$ cat src/rtl/vga_text_pkg.sv
// Shared constants and types for the VGA text path: screen geometry, control codes,
// sweep FSM states and the cursor operation encoding used by text_addr_gen.
package vga_text_pkg;

  localparam int COLS    = 80;
  localparam int ROWS    = 30;
  localparam int GLYPH_W = 8;
  localparam int GLYPH_H = 16;

  localparam logic [7:0] CHR_BS    = 8'h08;
  localparam logic [7:0] CHR_LF    = 8'h0A;
  localparam logic [7:0] CHR_FF    = 8'h0C;
  localparam logic [7:0] CHR_CR    = 8'h0D;
  localparam logic [7:0] FILL_CHAR = 8'h20;

  typedef enum logic {
    IDLE,
    CLEAR
  } text_state_t;

  typedef enum logic [2:0] {
    OP_NONE,
    OP_ADVANCE,
    OP_NEWLINE,
    OP_RETURN,
    OP_BACK,
    OP_HOME
  } cursor_op_t;

  function automatic logic is_printable(input logic [7:0] c);
    return (c >= 8'h20) && (c <= 8'h7E);
  endfunction

endpackage

$ cat src/rtl/text_cursor_ctrl_if.sv
// Byte-in / character-RAM-write-out bus of text_cursor_ctrl.
// The master side supplies received bytes and observes the RAM write port.
interface text_cursor_ctrl_if #(
  parameter int ADDR_W = 12
);
  logic              byte_valid;
  logic [7:0]        byte_data;
  logic              wr_en;
  logic [ADDR_W-1:0] wr_addr;
  logic [7:0]        wr_data;

  modport master (
    output byte_valid, byte_data,
    input  wr_en, wr_addr, wr_data
  );

  modport slave (
    input  byte_valid, byte_data,
    output wr_en, wr_addr, wr_data
  );
endinterface

$ cat src/rtl/text_addr_gen.sv
// Cursor column/row registers plus a running row_base (row*COLS) so the
// character address is a single add, never a multiply.
module text_addr_gen #(
  parameter int COLS   = vga_text_pkg::COLS,
  parameter int ROWS   = vga_text_pkg::ROWS,
  parameter int ADDR_W = 12,
  parameter int COL_W  = $clog2(COLS),
  parameter int ROW_W  = $clog2(ROWS)
) (
  input  logic                     clk,
  input  logic                     rst,
  input  vga_text_pkg::cursor_op_t op,
  output logic [COL_W-1:0]         col,
  output logic [ROW_W-1:0]         row,
  output logic [ADDR_W-1:0]        cur_addr,
  output logic [ADDR_W-1:0]        back_addr
);
  import vga_text_pkg::*;

  localparam logic [COL_W-1:0]  LAST_COL   = COL_W'(COLS - 1);
  localparam logic [ROW_W-1:0]  LAST_ROW   = ROW_W'(ROWS - 1);
  localparam logic [ADDR_W-1:0] ROW_STRIDE = ADDR_W'(COLS);

  logic [ADDR_W-1:0] row_base;
  logic [ROW_W-1:0]  row_inc;
  logic [ADDR_W-1:0] base_inc;

  // No scrolling: stepping past the last row lands back on row 0.
  always_comb begin
    row_inc  = row + ROW_W'(1);
    base_inc = row_base + ROW_STRIDE;
    if (row == LAST_ROW) begin
      row_inc  = '0;
      base_inc = '0;
    end
  end

  always_ff @(posedge clk) begin
    if (rst) begin
      col      <= '0;
      row      <= '0;
      row_base <= '0;
    end else begin
      case (op)
        OP_ADVANCE: begin
          if (col == LAST_COL) begin
            col      <= '0;
            row      <= row_inc;
            row_base <= base_inc;
          end else begin
            col <= col + COL_W'(1);
          end
        end
        OP_NEWLINE: begin
          row      <= row_inc;
          row_base <= base_inc;
        end
        OP_RETURN: col <= '0;
        OP_BACK: begin
          if (col != '0) col <= col - COL_W'(1);
        end
        OP_HOME: begin
          col      <= '0;
          row      <= '0;
          row_base <= '0;
        end
        default: ;
      endcase
    end
  end

  assign cur_addr  = row_base + ADDR_W'(col);
  assign back_addr = row_base + ADDR_W'(col - COL_W'(1));

endmodule

$ cat src/rtl/text_cursor_ctrl.sv
// Turns received SPI bytes into character-RAM writes and cursor moves (CR/LF/BS/FF).
// Define TEXT_CURSOR_CLEAR_ON_RESET_EN to sweep the screen blank after every reset.
module text_cursor_ctrl #(
  parameter int         COLS      = vga_text_pkg::COLS,
  parameter int         ROWS      = vga_text_pkg::ROWS,
  parameter int         ADDR_W    = 12,
  parameter logic [7:0] FILL_CHAR = vga_text_pkg::FILL_CHAR,
  parameter int         COL_W     = $clog2(COLS),
  parameter int         ROW_W     = $clog2(ROWS)
) (
  input  logic               clk,
  input  logic               rst,
  text_cursor_ctrl_if.slave  bus,
  output logic [COL_W-1:0]   cursor_col,
  output logic [ROW_W-1:0]   cursor_row,
  output logic               busy,
  output logic               dropped
);
  import vga_text_pkg::*;

  localparam logic [ADDR_W-1:0] LAST_ADDR = ADDR_W'(COLS * ROWS - 1);

  text_state_t       state, state_nxt;
  cursor_op_t        op;
  logic              wr_en_q, wr_en_nxt;
  logic [ADDR_W-1:0] wr_addr_q, wr_addr_nxt;
  logic [7:0]        wr_data_q, wr_data_nxt;
  logic              busy_nxt, dropped_nxt;
  logic              start_sweep;
  logic              init_pending;
  logic [ADDR_W-1:0] cur_addr, back_addr;

  text_addr_gen #(
    .COLS   (COLS),
    .ROWS   (ROWS),
    .ADDR_W (ADDR_W),
    .COL_W  (COL_W),
    .ROW_W  (ROW_W)
  ) u_addr_gen (
    .clk       (clk),
    .rst       (rst),
    .op        (op),
    .col       (cursor_col),
    .row       (cursor_row),
    .cur_addr  (cur_addr),
    .back_addr (back_addr)
  );

`ifdef TEXT_CURSOR_CLEAR_ON_RESET_EN
  // High for exactly the first cycle after reset releases, which kicks off a sweep.
  always_ff @(posedge clk) init_pending <= rst;
`else
  assign init_pending = 1'b0;
`endif

  // The sweep reuses the wr_addr register as its counter; wr_addr==LAST_ADDR in CLEAR
  // means the final fill write is on the bus this cycle.
  always_comb begin
    state_nxt   = state;
    op          = OP_NONE;
    wr_en_nxt   = 1'b0;
    wr_addr_nxt = wr_addr_q;
    wr_data_nxt = wr_data_q;
    busy_nxt    = busy;
    dropped_nxt = dropped;
    start_sweep = 1'b0;

    case (state)
      IDLE: begin
        if (init_pending) begin
          start_sweep = 1'b1;
          dropped_nxt = dropped | bus.byte_valid;
        end else if (bus.byte_valid) begin
          if (is_printable(bus.byte_data)) begin
            wr_en_nxt   = 1'b1;
            wr_addr_nxt = cur_addr;
            wr_data_nxt = bus.byte_data;
            op          = OP_ADVANCE;
          end else begin
            case (bus.byte_data)
              CHR_CR: op = OP_RETURN;
              CHR_LF: op = OP_NEWLINE;
              CHR_BS: begin
                if (cursor_col != '0) begin
                  wr_en_nxt   = 1'b1;
                  wr_addr_nxt = back_addr;
                  wr_data_nxt = FILL_CHAR;
                  op          = OP_BACK;
                end
              end
              CHR_FF:  start_sweep = 1'b1;
              default: ;
            endcase
          end
        end
      end
      CLEAR: begin
        if (bus.byte_valid) dropped_nxt = 1'b1;
        if (wr_addr_q == LAST_ADDR) begin
          state_nxt = IDLE;
          busy_nxt  = 1'b0;
          op        = OP_HOME;
        end else begin
          wr_en_nxt   = 1'b1;
          wr_addr_nxt = wr_addr_q + ADDR_W'(1);
          wr_data_nxt = FILL_CHAR;
        end
      end
      default: state_nxt = IDLE;
    endcase

    if (start_sweep) begin
      state_nxt   = CLEAR;
      busy_nxt    = 1'b1;
      wr_en_nxt   = 1'b1;
      wr_addr_nxt = '0;
      wr_data_nxt = FILL_CHAR;
    end
  end

  always_ff @(posedge clk) begin
    if (rst) begin
      state     <= IDLE;
      wr_en_q   <= 1'b0;
      wr_addr_q <= '0;
      wr_data_q <= '0;
      busy      <= 1'b0;
      dropped   <= 1'b0;
    end else begin
      state     <= state_nxt;
      wr_en_q   <= wr_en_nxt;
      wr_addr_q <= wr_addr_nxt;
      wr_data_q <= wr_data_nxt;
      busy      <= busy_nxt;
      dropped   <= dropped_nxt;
    end
  end

  assign bus.wr_en   = wr_en_q;
  assign bus.wr_addr = wr_addr_q;
  assign bus.wr_data = wr_data_q;

endmodule

$ cat src/flat_wrapper.sv
// flat-port wrapper written by rule: the top's interface ports become plain ports
module text_cursor_ctrl_flat import vga_text_pkg::*;
#(
  parameter int         COLS      = vga_text_pkg::COLS,
  parameter int         ROWS      = vga_text_pkg::ROWS,
  parameter int         ADDR_W    = 12,
  parameter logic [7:0] FILL_CHAR = vga_text_pkg::FILL_CHAR,
  parameter int         COL_W     = $clog2(COLS),
  parameter int         ROW_W     = $clog2(ROWS)
)
  (clk, rst, cursor_col, cursor_row, busy, dropped, bus_byte_valid, bus_byte_data, bus_wr_en, bus_wr_addr, bus_wr_data);
  text_cursor_ctrl_if #(.ADDR_W(ADDR_W)) bus_i ();
  input  logic clk;
  input  logic rst;
  output logic [COL_W-1:0] cursor_col;
  output logic [ROW_W-1:0] cursor_row;
  output logic busy;
  output logic dropped;
  input wire logic [$bits(bus_i.byte_valid)-1:0] bus_byte_valid;
  input wire logic [$bits(bus_i.byte_data)-1:0] bus_byte_data;
  output wire logic [$bits(bus_i.wr_en)-1:0] bus_wr_en;
  output wire logic [$bits(bus_i.wr_addr)-1:0] bus_wr_addr;
  output wire logic [$bits(bus_i.wr_data)-1:0] bus_wr_data;
  assign bus_i.byte_valid = bus_byte_valid;
  assign bus_i.byte_data = bus_byte_data;
  assign bus_wr_en = bus_i.wr_en;
  assign bus_wr_addr = bus_i.wr_addr;
  assign bus_wr_data = bus_i.wr_data;
  text_cursor_ctrl #(.COLS(COLS), .ROWS(ROWS), .ADDR_W(ADDR_W), .FILL_CHAR(FILL_CHAR), .COL_W(COL_W), .ROW_W(ROW_W)) u_core (.clk(clk), .rst(rst), .bus(bus_i), .cursor_col(cursor_col), .cursor_row(cursor_row), .busy(busy), .dropped(dropped));
endmodule
$ cat config.mk
export PLATFORM = sky130hd
export DESIGN_NAME = text_cursor_ctrl_flat
export DESIGN_NICKNAME = d
export VERILOG_FILES = /design/src/rtl/vga_text_pkg.sv /design/src/rtl/text_cursor_ctrl_if.sv /design/src/rtl/text_addr_gen.sv /design/src/rtl/text_cursor_ctrl.sv /design/src/flat_wrapper.sv
export SDC_FILE = /design/constraint.sdc
export NUM_CORES = 1
export LEC_CHECK = 0
export CAP_MARGIN = 20
export CORE_ASPECT_RATIO = 0.5
export CORE_MARGIN = 8
export CORE_UTILIZATION = 45
export DETAILED_ROUTE_END_ITERATION = 10
export HOLD_SLACK_MARGIN = 0.03
export PLACE_DENSITY_LB_ADDON = 0.25
export SLEW_MARGIN = 20
export SYNTH_ARGS = -nofsm -noshare
export SYNTH_HDL_FRONTEND = slang
export SYNTH_SLANG_ARGS = --single-unit
$ cat constraint.sdc
create_clock -name clk -period 3.2 [get_ports clk]
set_clock_uncertainty 0.05 [all_clocks]
set_input_delay 0.32 -clock clk [delete_from_list [all_inputs] [get_ports clk]]
set_output_delay 0.32 -clock clk [all_outputs]
set_load 0.01 [all_outputs]
==> results of run 1 <==
[critical path, delay by kind of cell]
kind | cells | cell delay, ns
AO/OA/AOI/OAI | 5 | 1.20
adder cells (fa/ha/maj) | 1 | 0.29
buffers and inverters | 1 | 0.50
AND/OR/NAND/NOR | 3 | 0.53
XOR/XNOR | 2 | 0.36
[cell type report]
class                           instances  area share (%)
Clock inverter                          2           0.244
Tap cell                               92            2.80
Clock buffer                            6            3.38
Inverter                                8           0.731
Sequential cell                        44            21.4
Multi-Input combinational cell        319            54.1
Timing Repair Buffer                   80            17.3
[state kept, by name (all words and copies together), names as in the netlist]
name,cells
u_core.bus.wr_addr,12
u_core.bus.wr_data,8
u_core.u_addr_gen.row_base,8
u_core.u_addr_gen.col,7
u_core.u_addr_gen.row,5
u_core.bus.wr_en,1
u_core.busy,1
u_core.dropped,1
u_core.state,1
[power by group]
group          leakage [nW]  total (mW)  internal, mW  switching (mW)
Sequential            0.357       0.590         0.566          0.0236
Combinational          1.10       0.319         0.155           0.164
Clock                0.0766       0.530         0.308           0.222
[cells by family (layout without fill, tap and decap cells)]
group / Yosys count / in the layout
simple gates: 162 / 162
mux: 5 / 5
other cells: 1 / 1
xor+xnor: 16 / 16
compound gates: 120 / 120
flops: 44 / 44
fa+ha+maj: 15 / 15
buf+inv: 27 / 96
[cell usage after synthesis (7+ instances only)]
cell type  instances
nor3_1            12
inv_1              8
clkbuf_1           9
a21oi_1           24
nand2_1           31
a22oi_1           10
dfxtp_1           44
o21ai_2            9
ha_1              15
o21ai_0           14
nand3_1           11
xnor2_1            9
nand4_1            8
and3_1             9
nor2_1            34
a211oi_1           7
a21oi_2           12
[stage by stage]
step                      hold WS (ns)  cells
after floorplan                  0.408    390
after global placement           0.397    542
after detailed placement         0.407    542
after CTS                        0.416    550
after global routing             0.433    551
final                            0.414    551
[what timing repair did]
item,4_1_cts,5_1_grt
buffers inserted,0,1
resized for setup,3,3
setup endpoints to repair,1,1
pin swaps,0,3
[final timing paths]
kind,cells past startpoint,end,slack [ns]
setup / recovery,12,u_core.bus.wr_addr[11],0.14
hold / removal,2,u_core.busy,0.41
setup reg to reg,13,u_core.bus.wr_addr[11],0.24
hold reg to reg,2,u_core.busy,0.41
[layer usage]
layer  global-route usage [%]  up-vias
li1                         -     1603
met1                     24.7     1621
met2                     28.2      145
met3                     4.80        9
met4                     3.16        0
met5                        0        -
==> summary.md, run 1 <==
| Metric | Value |
|---|---|
| Outcome | `completed` |
| Clock Latency Late Sink | `0.29 ns` |
| CTS Buffer Depth | `2` |
| Synthesized instance count | `390` |
| CP peak stage delay | `0.50 ns` |
| CP Launch Type | `input pin` |
| Main combinational cell family by area after synthesis | `simple AND/OR/NAND/NOR gates` |
| Pin count of the biggest net entering global routing | `27` |
| Filler cell count | `594` |
| Sequential cell area | `881 um^2` |
| PortBufs | `45` |
| CTS buffer count | `5` |
| Nets | `484` |
| Area of the die | `10,300 um^2` |
| Max Cap Viol | `0` |
| Mux cell area share after synthesis | `1.59%` |
| GR Overflow Total | `0` |
| Io pins | `46` |
| Area leader, netlist | `dfxtp_1` |
| Final instance area | `4110 um^2` |
| Synth top area share | `27.2%` |
| Final slew viol count | `0` |
| Post-Syn Area | `3240 um^2` |
| Die W | `136 um` |
| Critical path type | `in2reg` |
| H-Tree Depth | `2` |
| Number of enable flip-flop cells after synthesis | `0` |
| DR WL met2 | `4310 um` |
| Post-synth top flop | `dfxtp_1` |
| Final Core Density | `60.2%` |
| Synth Area in Compound Gates | `27.0%` |
| FF-to-FF Start | `u_core.u_addr_gen.col[0]` |
| Final ANT Viol Nets | `0` |
| Via count | `3,378` |
| Total Power | `1.44 mW` |
| Initial Util | `47.4%` |
| Worst relative slew slack | `57.1%` |
| Final wirelength | `9680 um` |
| Hpwl dp | `7180 um` |
| Clk slew on worst S/H paths | `0.06 ns` |
| Initial drt markers | `323` |
| Register area share after synthesis | `27.2%` |
| Most frequent cells in the layout | `clkdlybuf4s50_1 (44), dfxtp_1 (44), buf_4 (35)` |
| Site Rows | `21` |
| Fin crit period | `3.06 ns` |
| DRT Pass-1 Iters | `7` |
| Area delta synth->final | `27.0%` |
| Vias in the first global route | `3,101` |
| Initial antenna violation count | `0` |
| Via/cell ratio | `6.13` |
| Crit. End Element | `flop` |
| PD cells | `350 nW/um^2` |
| Met1 Wirelength | `4550 um` |
| Peak supply drop | `0.294 mV` |
| Worst hold path class | `reg2reg` |
| CORE AREA | `6830 um^2` |
| Post-route setup TNS | `0 ns` |
| GRT Total Usage | `18.1%` |
| Die Y | `76.0 um` |
| Mapped Nets | `416` |
| Clock root buffer | `clkbuf_16` |
| RSZ-0062 raised after global routing | `no` |
| First-pass GRT wire length | `15,700 um` |
| Clock sink total | `44` |
| Synth Area in Adders | `5.80%` |
| Critical Path AT | `3.19 ns` |
| Setup ws final | `0.138 ns` |
| Crit Path Max Fanout | `3` |
| Syn Area/Cell | `8.30 um^2` |
| Footprint of the multi-input gates | `2220 um^2` |
| Worst path slowest cell | `clkdlybuf4s50_1` |
| Ys async rst share | `0%` |
| CTS Hold Buffers Added | `0` |
| Critical path startpoint | `bus_byte_data[4]` |
| Diodes inserted | `0` |
| Top post-synthesis cells by area | `dfxtp_1 (27%), ha_1 (5.8%), nor2_1 (3.9%)` |
| CP required | `3.33 ns` |
| Final Cycle Share | `95.7%` |
| Placed instance area | `3940 um^2` |
| Yosys Warn Count | `0` |
| Final setup viols | `0` |
| Post-Synth XOR/XNOR Area | `4.80%` |
| Post-Synth Simple-Gate Area | `28.9%` |
| WL met3 | `755 um` |
| Final hold vios | `0` |
| Register bit total from synthesis | `44` |
| Fmax | `327 MHz` |
| Worst Max-Slew Pin Slew | `0.642 ns` |
| Uppermost layer routed | `met4` |
| Drt drc | `0` |
| Leakage | `1.53 nW` |
| Final GP Congestion | `0.915` |
| Critical path cell sequence | `clkdlybuf4s50_1 -> and4_4 -> a41oi_2 -> nor2_1 -> xnor2_1 -> ha_1 -> a21o_1 -> a211o_1 -> a2111oi_2 -> nor3_1 -> xor3_1 -> o221a_1` |
| CTS tree | `yes` |
| DP Worst Slack | `-0.508 ns` |
| Yosys cell types | `75` |
| Drt wl/cell | `17.6 um` |
| Hold path start | `u_core.busy` |
| Share of cells above drive strength 1 | `18.3%` |
No activity file was read; power rests on OpenSTA's default activity.
==> run 2, diff against run 1 <==
--- a/config.mk
+++ b/config.mk
@@ -11,7 +11,7 @@
 export CORE_UTILIZATION = 45
 export DETAILED_ROUTE_END_ITERATION = 10
 export HOLD_SLACK_MARGIN = 0.03
-export PLACE_DENSITY_LB_ADDON = 0.25
+export PLACE_DENSITY = 0.65
 export SLEW_MARGIN = 20
 export SYNTH_ARGS = -nofsm -noshare
 export SYNTH_HDL_FRONTEND = slang
==> summary.md, run 2 (synthesized netlist as in run 1, its figures left out) <==
| Metric | Value |
|---|---|
| PortBufs | `45 (unchanged)` |
| Worst path slowest cell | `clkdlybuf4s50_1` |
| Site Rows | `21 (unchanged)` |
| Setup ws final | `0.124 ns (-0.0134 ns)` |
| Leakage | `1.57 nW (+2.1%)` |
| CP endpoint | `u_core.bus.wr_addr[11]` |
| Share of cells above drive strength 1 | `19.4% (+1.1 points)` |
| R2R cell count | `11 (-2)` |
| Critical path's top delay family | `compound AO/OA/AOI/OAI gates` |
| Fmax | `325 MHz (-0.44%)` |
| Worst hold path class | `reg2reg` |
| Area delta synth->final | `29.2%` |
| Crit Path Max Fanout | `3 (unchanged)` |
| Initial Util | `47.4% (unchanged)` |
| RSZ-0062 raised after global routing | `no` |
| Final Cycle Share | `96.1% (+0.42 points)` |
| Most frequent cells in the layout | `clkdlybuf4s50_1 (44), dfxtp_1 (44), buf_4 (39)` |
| Stages on the worst setup path | `12 (unchanged)` |
| DR WL met2 | `4250 um (-1.2%)` |
| CTS buffer count | `5 (unchanged)` |
| Clock Latency Late Sink | `0.29 ns (about the same)` |
| Final GP Congestion | `0.918 (+0.31%)` |
| Io pins | `46 (unchanged)` |
| CTS Hold Buffers Added | `0 (unchanged)` |
| Via count | `3,302 (-2.2%)` |
| WL met3 | `810 um (+7.3%)` |
| GRT Total Usage | `18.2% (+0.061 points)` |
| Clock sink total | `44 (unchanged)` |
| Clock root buffer | `clkbuf_16` |
| CTS tree | `yes` |
| Final slew viol count | `0 (unchanged)` |
| Worst relative slew slack | `59.7% (+2.6 points)` |
| Clk slew on worst S/H paths | `0.07 ns (about the same)` |
| Reg-to-reg endpoint | `u_core.bus.wr_addr[11]` |
| Uppermost layer routed | `met4` |
| Pin count of the biggest net entering global routing | `25 (-7.4%)` |
| Worst Max-Slew Pin Slew | `0.604 ns (-0.0388 ns)` |
| Met1 Wirelength | `4520 um (-0.70%)` |
| Area of the die | `10,300 um^2 (unchanged)` |
| Total Power | `1.51 mW (+4.6%)` |
| Outcome | `completed` |
| Fin crit period | `3.08 ns (+0.0134 ns)` |
| Drt wl/cell | `17.3 um (-1.4%)` |
| Final setup viols | `0 (unchanged)` |
| Critical path startpoint | `bus_byte_data[4]` |
| DP Worst Slack | `-0.478 ns (+0.0304 ns)` |
| Final hold vios | `0 (unchanged)` |
| PD cells | `360 nW/um^2 (+2.8%)` |
| Diodes inserted | `0 (unchanged)` |
| CP peak stage delay | `0.49 ns (about the same)` |
| Initial antenna violation count | `0 (unchanged)` |
| Largest register FFs | `12 (unchanged)` |
| Drt drc | `0 (unchanged)` |
| Hpwl dp | `7170 um (-0.17%)` |
| GR Overflow Total | `0 (unchanged)` |
| R2r setup slk | `0.25 ns (about the same)` |
| Initial drt markers | `385 (+19%)` |
| DRT Pass-1 Iters | `5 (-2)` |
| First-pass GRT wire length | `15,600 um (-0.88%)` |
| Die W | `136 um (unchanged)` |
| FF-to-FF Start | `u_core.u_addr_gen.col[1]` |
| CTS Buffer Depth | `2 (unchanged)` |
| CP Launch Type | `input pin` |
| Critical Path AT | `3.21 ns (+0.02 ns)` |
| Final wirelength | `9620 um (-0.66%)` |
| CP required | `3.33 ns (about the same)` |
| Setup bufs post-CTS | `0 (unchanged)` |
| Vias in the first global route | `3,021 (-2.6%)` |
| Final ANT Viol Nets | `0 (unchanged)` |
| Critical path buffers and inverters | `1 (unchanged)` |
| Crit. End Element | `flop` |
| Via/cell ratio | `5.95 (-3.0%)` |
| Hold depth | `2 (unchanged)` |
| Peak supply drop | `0.269 mV (-8.6%)` |
| Max Cap Viol | `0 (unchanged)` |
| Critical path type | `in2reg` |
| Die Y | `76.0 um (unchanged)` |
| Nets | `488 (+0.83%)` |
| H-Tree Depth | `2 (unchanged)` |
| CORE AREA | `6830 um^2 (unchanged)` |
| Critical path cell sequence | `clkdlybuf4s50_1 -> and4_4 -> a41oi_2 -> nor2_2 -> xnor2_2 -> ha_1 -> a21o_1 -> a211o_1 -> a2111oi_4 -> nor3_1 -> xor3_1 -> o221a_1` |
## run 2: worst reg2reg max path, cell delays in order, from the launching register on
cell       delay [ns]
dfxtp_1          0.38
nor3_1           0.27
nand2_1          0.16
nor2_2           0.19
xnor2_2          0.10
ha_1             0.34
a21o_1           0.19
a211o_1          0.31
a2111oi_4        0.30
nor3_1           0.11
xor3_1           0.22
o221a_1          0.25
## run 2: worst min-delay path by stage
stage,startpoint,end,slack (ns)
floorplan,u_core.u_addr_gen.row_base[11],u_core.u_addr_gen.row_base[11],0.41
detailed placement,u_core.dropped,u_core.dropped,0.42
global route,u_core.bus.wr_data[7],u_core.bus.wr_data[7],0.47
finish,u_core.dropped,u_core.dropped,0.43
global placement,u_core.dropped,u_core.dropped,0.40
CTS,u_core.dropped,u_core.dropped,0.43
## run 2: repair_timing
item | 4_1_cts | 5_1_grt
gates resized for setup | 5 | 3
setup endpoints to repair | 1 | 1
pin swaps | 0 | 3
## run 2: stage by stage
stage               std cells  util [%]  cell area (um^2)  setup TNS [ns]  hold slack (ns)
detailed placement        547      58.2              3980          -0.655            0.418
global route              555      61.2              4180               0            0.466
global placement          547      58.2              3980          -0.389            0.397
floorplan                 390         -              3240               0            0.408
finish                    555      61.2              4180               0            0.432
CTS                       555      60.9              4160               0            0.433
## run 2: layout make-up
type	instances	area [um^2]
Clock buffer	5	125
Clock inverter	3	42.5
Fill cell	606	2650
Inverter	8	30.0
Multi-Input combinational cell	319	2250
Sequential cell	44	881
Tap cell	92	115
Timing Repair Buffer	84	742
## run 2: report_power, final
part | switching, mW | internal (mW) | total [mW]
registers | 0.0240 | 0.566 | 0.590
logic | 0.166 | 0.157 | 0.322
clock network | 0.226 | 0.367 | 0.593
## run 2: metal layers
| metal | track usage, % | up-vias |
|---|---|---|
| met5 | 0 | - |
| met4 | 2.50 | 0 |
| met3 | 5.86 | 4 |
| met2 | 26.4 | 109 |
| met1 | 25.8 | 1569 |
| li1 | - | 1620 |
==> run 3, diff against run 2 <==
--- a/config.mk
+++ b/config.mk
@@ -6,7 +6,7 @@
 export NUM_CORES = 1
 export LEC_CHECK = 0
 export CAP_MARGIN = 20
-export CORE_ASPECT_RATIO = 0.5
+export CORE_ASPECT_RATIO = 1.1
 export CORE_MARGIN = 8
 export CORE_UTILIZATION = 45
 export DETAILED_ROUTE_END_ITERATION = 10
==> summary.md, run 3 (synthesized netlist as in run 1, its figures left out) <==
| Metric | Value |
|---|---|
| Outcome | `completed` |
| Clock Latency Late Sink | `0.30 ns (about the same)` |
| Internal power | `0.893 mW (-18%)` |
| PD cells | `314 nW/um^2 (-13%)` |
| Drt drc | `0 (unchanged)` |
| Pin count of the biggest net entering global routing | `27 (+8.0%)` |
| Worst hold path class | `reg2reg` |
| Final Cycle Share | `96.3% (+0.14 points)` |
| GRT Total Usage | `17.5% (-0.71 points)` |
| Peak supply drop | `0.194 mV (-28%)` |
| CP required | `3.35 ns (+0.02 ns)` |
| Crit. End Element | `flop` |
| Site Rows | `32 (+52%)` |
| CTS tree | `yes` |
| CTS Buffer Depth | `2 (unchanged)` |
| Max Cap Viol | `0 (unchanged)` |
| Worst relative slew slack | `54.7% (-5.0 points)` |
| Final GP Congestion | `0.872 (-5.0%)` |
| Area delta synth->final | `25.5%` |
| Initial drt markers | `124 (-68%)` |
| GR Overflow Total | `0 (unchanged)` |
| Nets | `486 (-0.41%)` |
| Clock sink total | `44 (unchanged)` |
| Clock root buffer | `clkbuf_8` |
| H-Tree Depth | `2 (unchanged)` |
| Setup ws final | `0.120 ns (-0.00457 ns)` |
| DP Worst Slack | `-0.333 ns (+0.144 ns)` |
| Sw Pwr | `0.380 mW (-8.5%)` |
| CORE AREA | `7010 um^2 (+2.6%)` |
| Io pins | `46 (unchanged)` |
| Crit Path Max Fanout | `4 (+1)` |
| Final hold vios | `0 (unchanged)` |
| Total Power | `1.27 mW (-15%)` |
| Switching Fraction | `29.8% (+2.2 points)` |
| Fin crit period | `3.08 ns (+0.00456 ns)` |
| Final ANT Viol Nets | `0 (unchanged)` |
| CP Launch Type | `input pin` |
| Hold_ws | `0.427 ns (-0.00539 ns)` |
| Filler cell count | `664 (+9.6%)` |
| Die Y | `105 um (+38%)` |
| Final instance area | `4060 um^2 (-2.9%)` |
| Post-route setup TNS | `0 ns (unchanged)` |
| Vias in the first global route | `3,055 (+1.1%)` |
| Area of the die | `10,200 um^2 (-1.6%)` |
| Largest register FFs | `12 (unchanged)` |
| First-pass GRT wire length | `15,200 um (-2.4%)` |
| Final slew viol count | `0 (unchanged)` |
| Critical Path AT | `3.23 ns (+0.02 ns)` |
| Fmax | `325 MHz (-0.15%)` |
| Critical path type | `in2reg` |
| Initial antenna violation count | `0 (unchanged)` |
| Leakage | `1.52 nW (-3.3%)` |
| DRT Pass-1 Iters | `4 (-1)` |
| Via count | `3,165 (-4.1%)` |
| Drt wl/cell | `16.5 um (-4.5%)` |
| PortBufs | `45 (unchanged)` |
| Hpwl dp | `6740 um (-6.0%)` |
| Most frequent cells in the layout | `clkdlybuf4s50_1 (45), dfxtp_1 (44), buf_4 (37)` |
| Commonest non-fill, non-tap cell in the layout | `clkdlybuf4s50_1` |
| Final wirelength | `9030 um (-6.1%)` |
| Final setup viols | `0 (unchanged)` |
| Share of cells above drive strength 1 | `18.7% (-0.78 points)` |
| Seq pwr share | `46.1% (+6.9 points)` |
| Placed instance area | `3950 um^2 (-0.79%)` |
| Clk slew on worst S/H paths | `0.09 ns (+0.02 ns)` |
| Initial Util | `46.2% (-1.2 points)` |
| Via/cell ratio | `5.80 (-2.6%)` |
| Clk pwr share | `29.4% (-10 points)` |
| Diodes inserted | `0 (unchanged)` |
| Die W | `96.9 um (-29%)` |
| CTS buffer count | `5 (unchanged)` |
| Combinational power share | `24.4% (+3.0 points)` |
| Worst Max-Slew Pin Slew | `0.678 ns (+0.0741 ns)` |
[run 3: changes by cell type in the layout (fill, tap and decap cells not counted), sizes merged]
| cell | change |
|---|---|
| clkinv | +1 |
| dlygate4sd2 | -1 |
| clkbuf | +1 |
| clkinvlp | -1 |
| buf | -2 |
| bufinv | -1 |
| clkdlybuf4s50 | +1 |
[run 3: layout make-up]
cell class	count	area (um^2)	share of cell area [%]
sequential	44	881	21.7
tap	85	106	2.62
clock buffer	6	82.6	2.03
clock inverter	2	10.0	0.246
inverter	8	30.0	0.739
multi-input combinational	319	2220	54.7
timing repair buffer	82	728	17.9
[run 3: power by group through the flow]
stage	combinational (mW)	clock, mW	sequential, mW
after floorplan	0.163	0	0.605
after global placement	0.302	0	0.599
after detailed placement	0.303	0	0.600
after CTS	0.307	0.386	0.587
after global routing	0.339	0.402	0.591
final	0.311	0.375	0.588
[run 3: path summary, 6_finish.rpt]
check                                start                endpoint  slack [ns]  cells after the start
setup / recovery          bus_byte_data[6]  u_core.bus.wr_addr[11]        0.12                     12
hold / removal              u_core.dropped          u_core.dropped        0.43                      2
setup reg to reg  u_core.u_addr_gen.col[0]  u_core.bus.wr_addr[11]        0.32                     13
hold reg to reg             u_core.dropped          u_core.dropped        0.43                      2
[run 3: layer usage]
layer  part of all wire, %  vias to the layer above  wire length, um  track usage, %
met2                    47                       65             4270            28.7
met1                    47                     1481             4260            22.3
met3                   4.2                       13              381            3.89
met4                   1.4                        0              126            5.17
li1                      -                     1606                -               -
met5                     0                        -                0               0
[run 3: through the flow]
step	util, %	instances
final	58.0	546
after global routing	58.0	546
after CTS	57.8	546
after detailed placement	56.3	537
after global placement	56.3	537
after floorplan	-	390
[run 3: timing repair]
action,in CTS,in global routing
pin swaps,1,1
gates cloned,0,0
hold buffers,0,0
setup endpoints to repair,1,1
buffers inserted,1,0
gates resized for setup,1,3
[run 3: worst max-delay path, cell delays in order]
cell and delay, ns:
clkdlybuf4s50_1 0.55, and4_4 0.26, a41oi_2 0.15, nor2_1 0.16
xnor2_1 0.18, ha_1 0.30, a21o_1 0.17, a211o_1 0.32
a2111oi_2 0.30, nor3_1 0.10, xor3_1 0.19, o221a_1 0.23
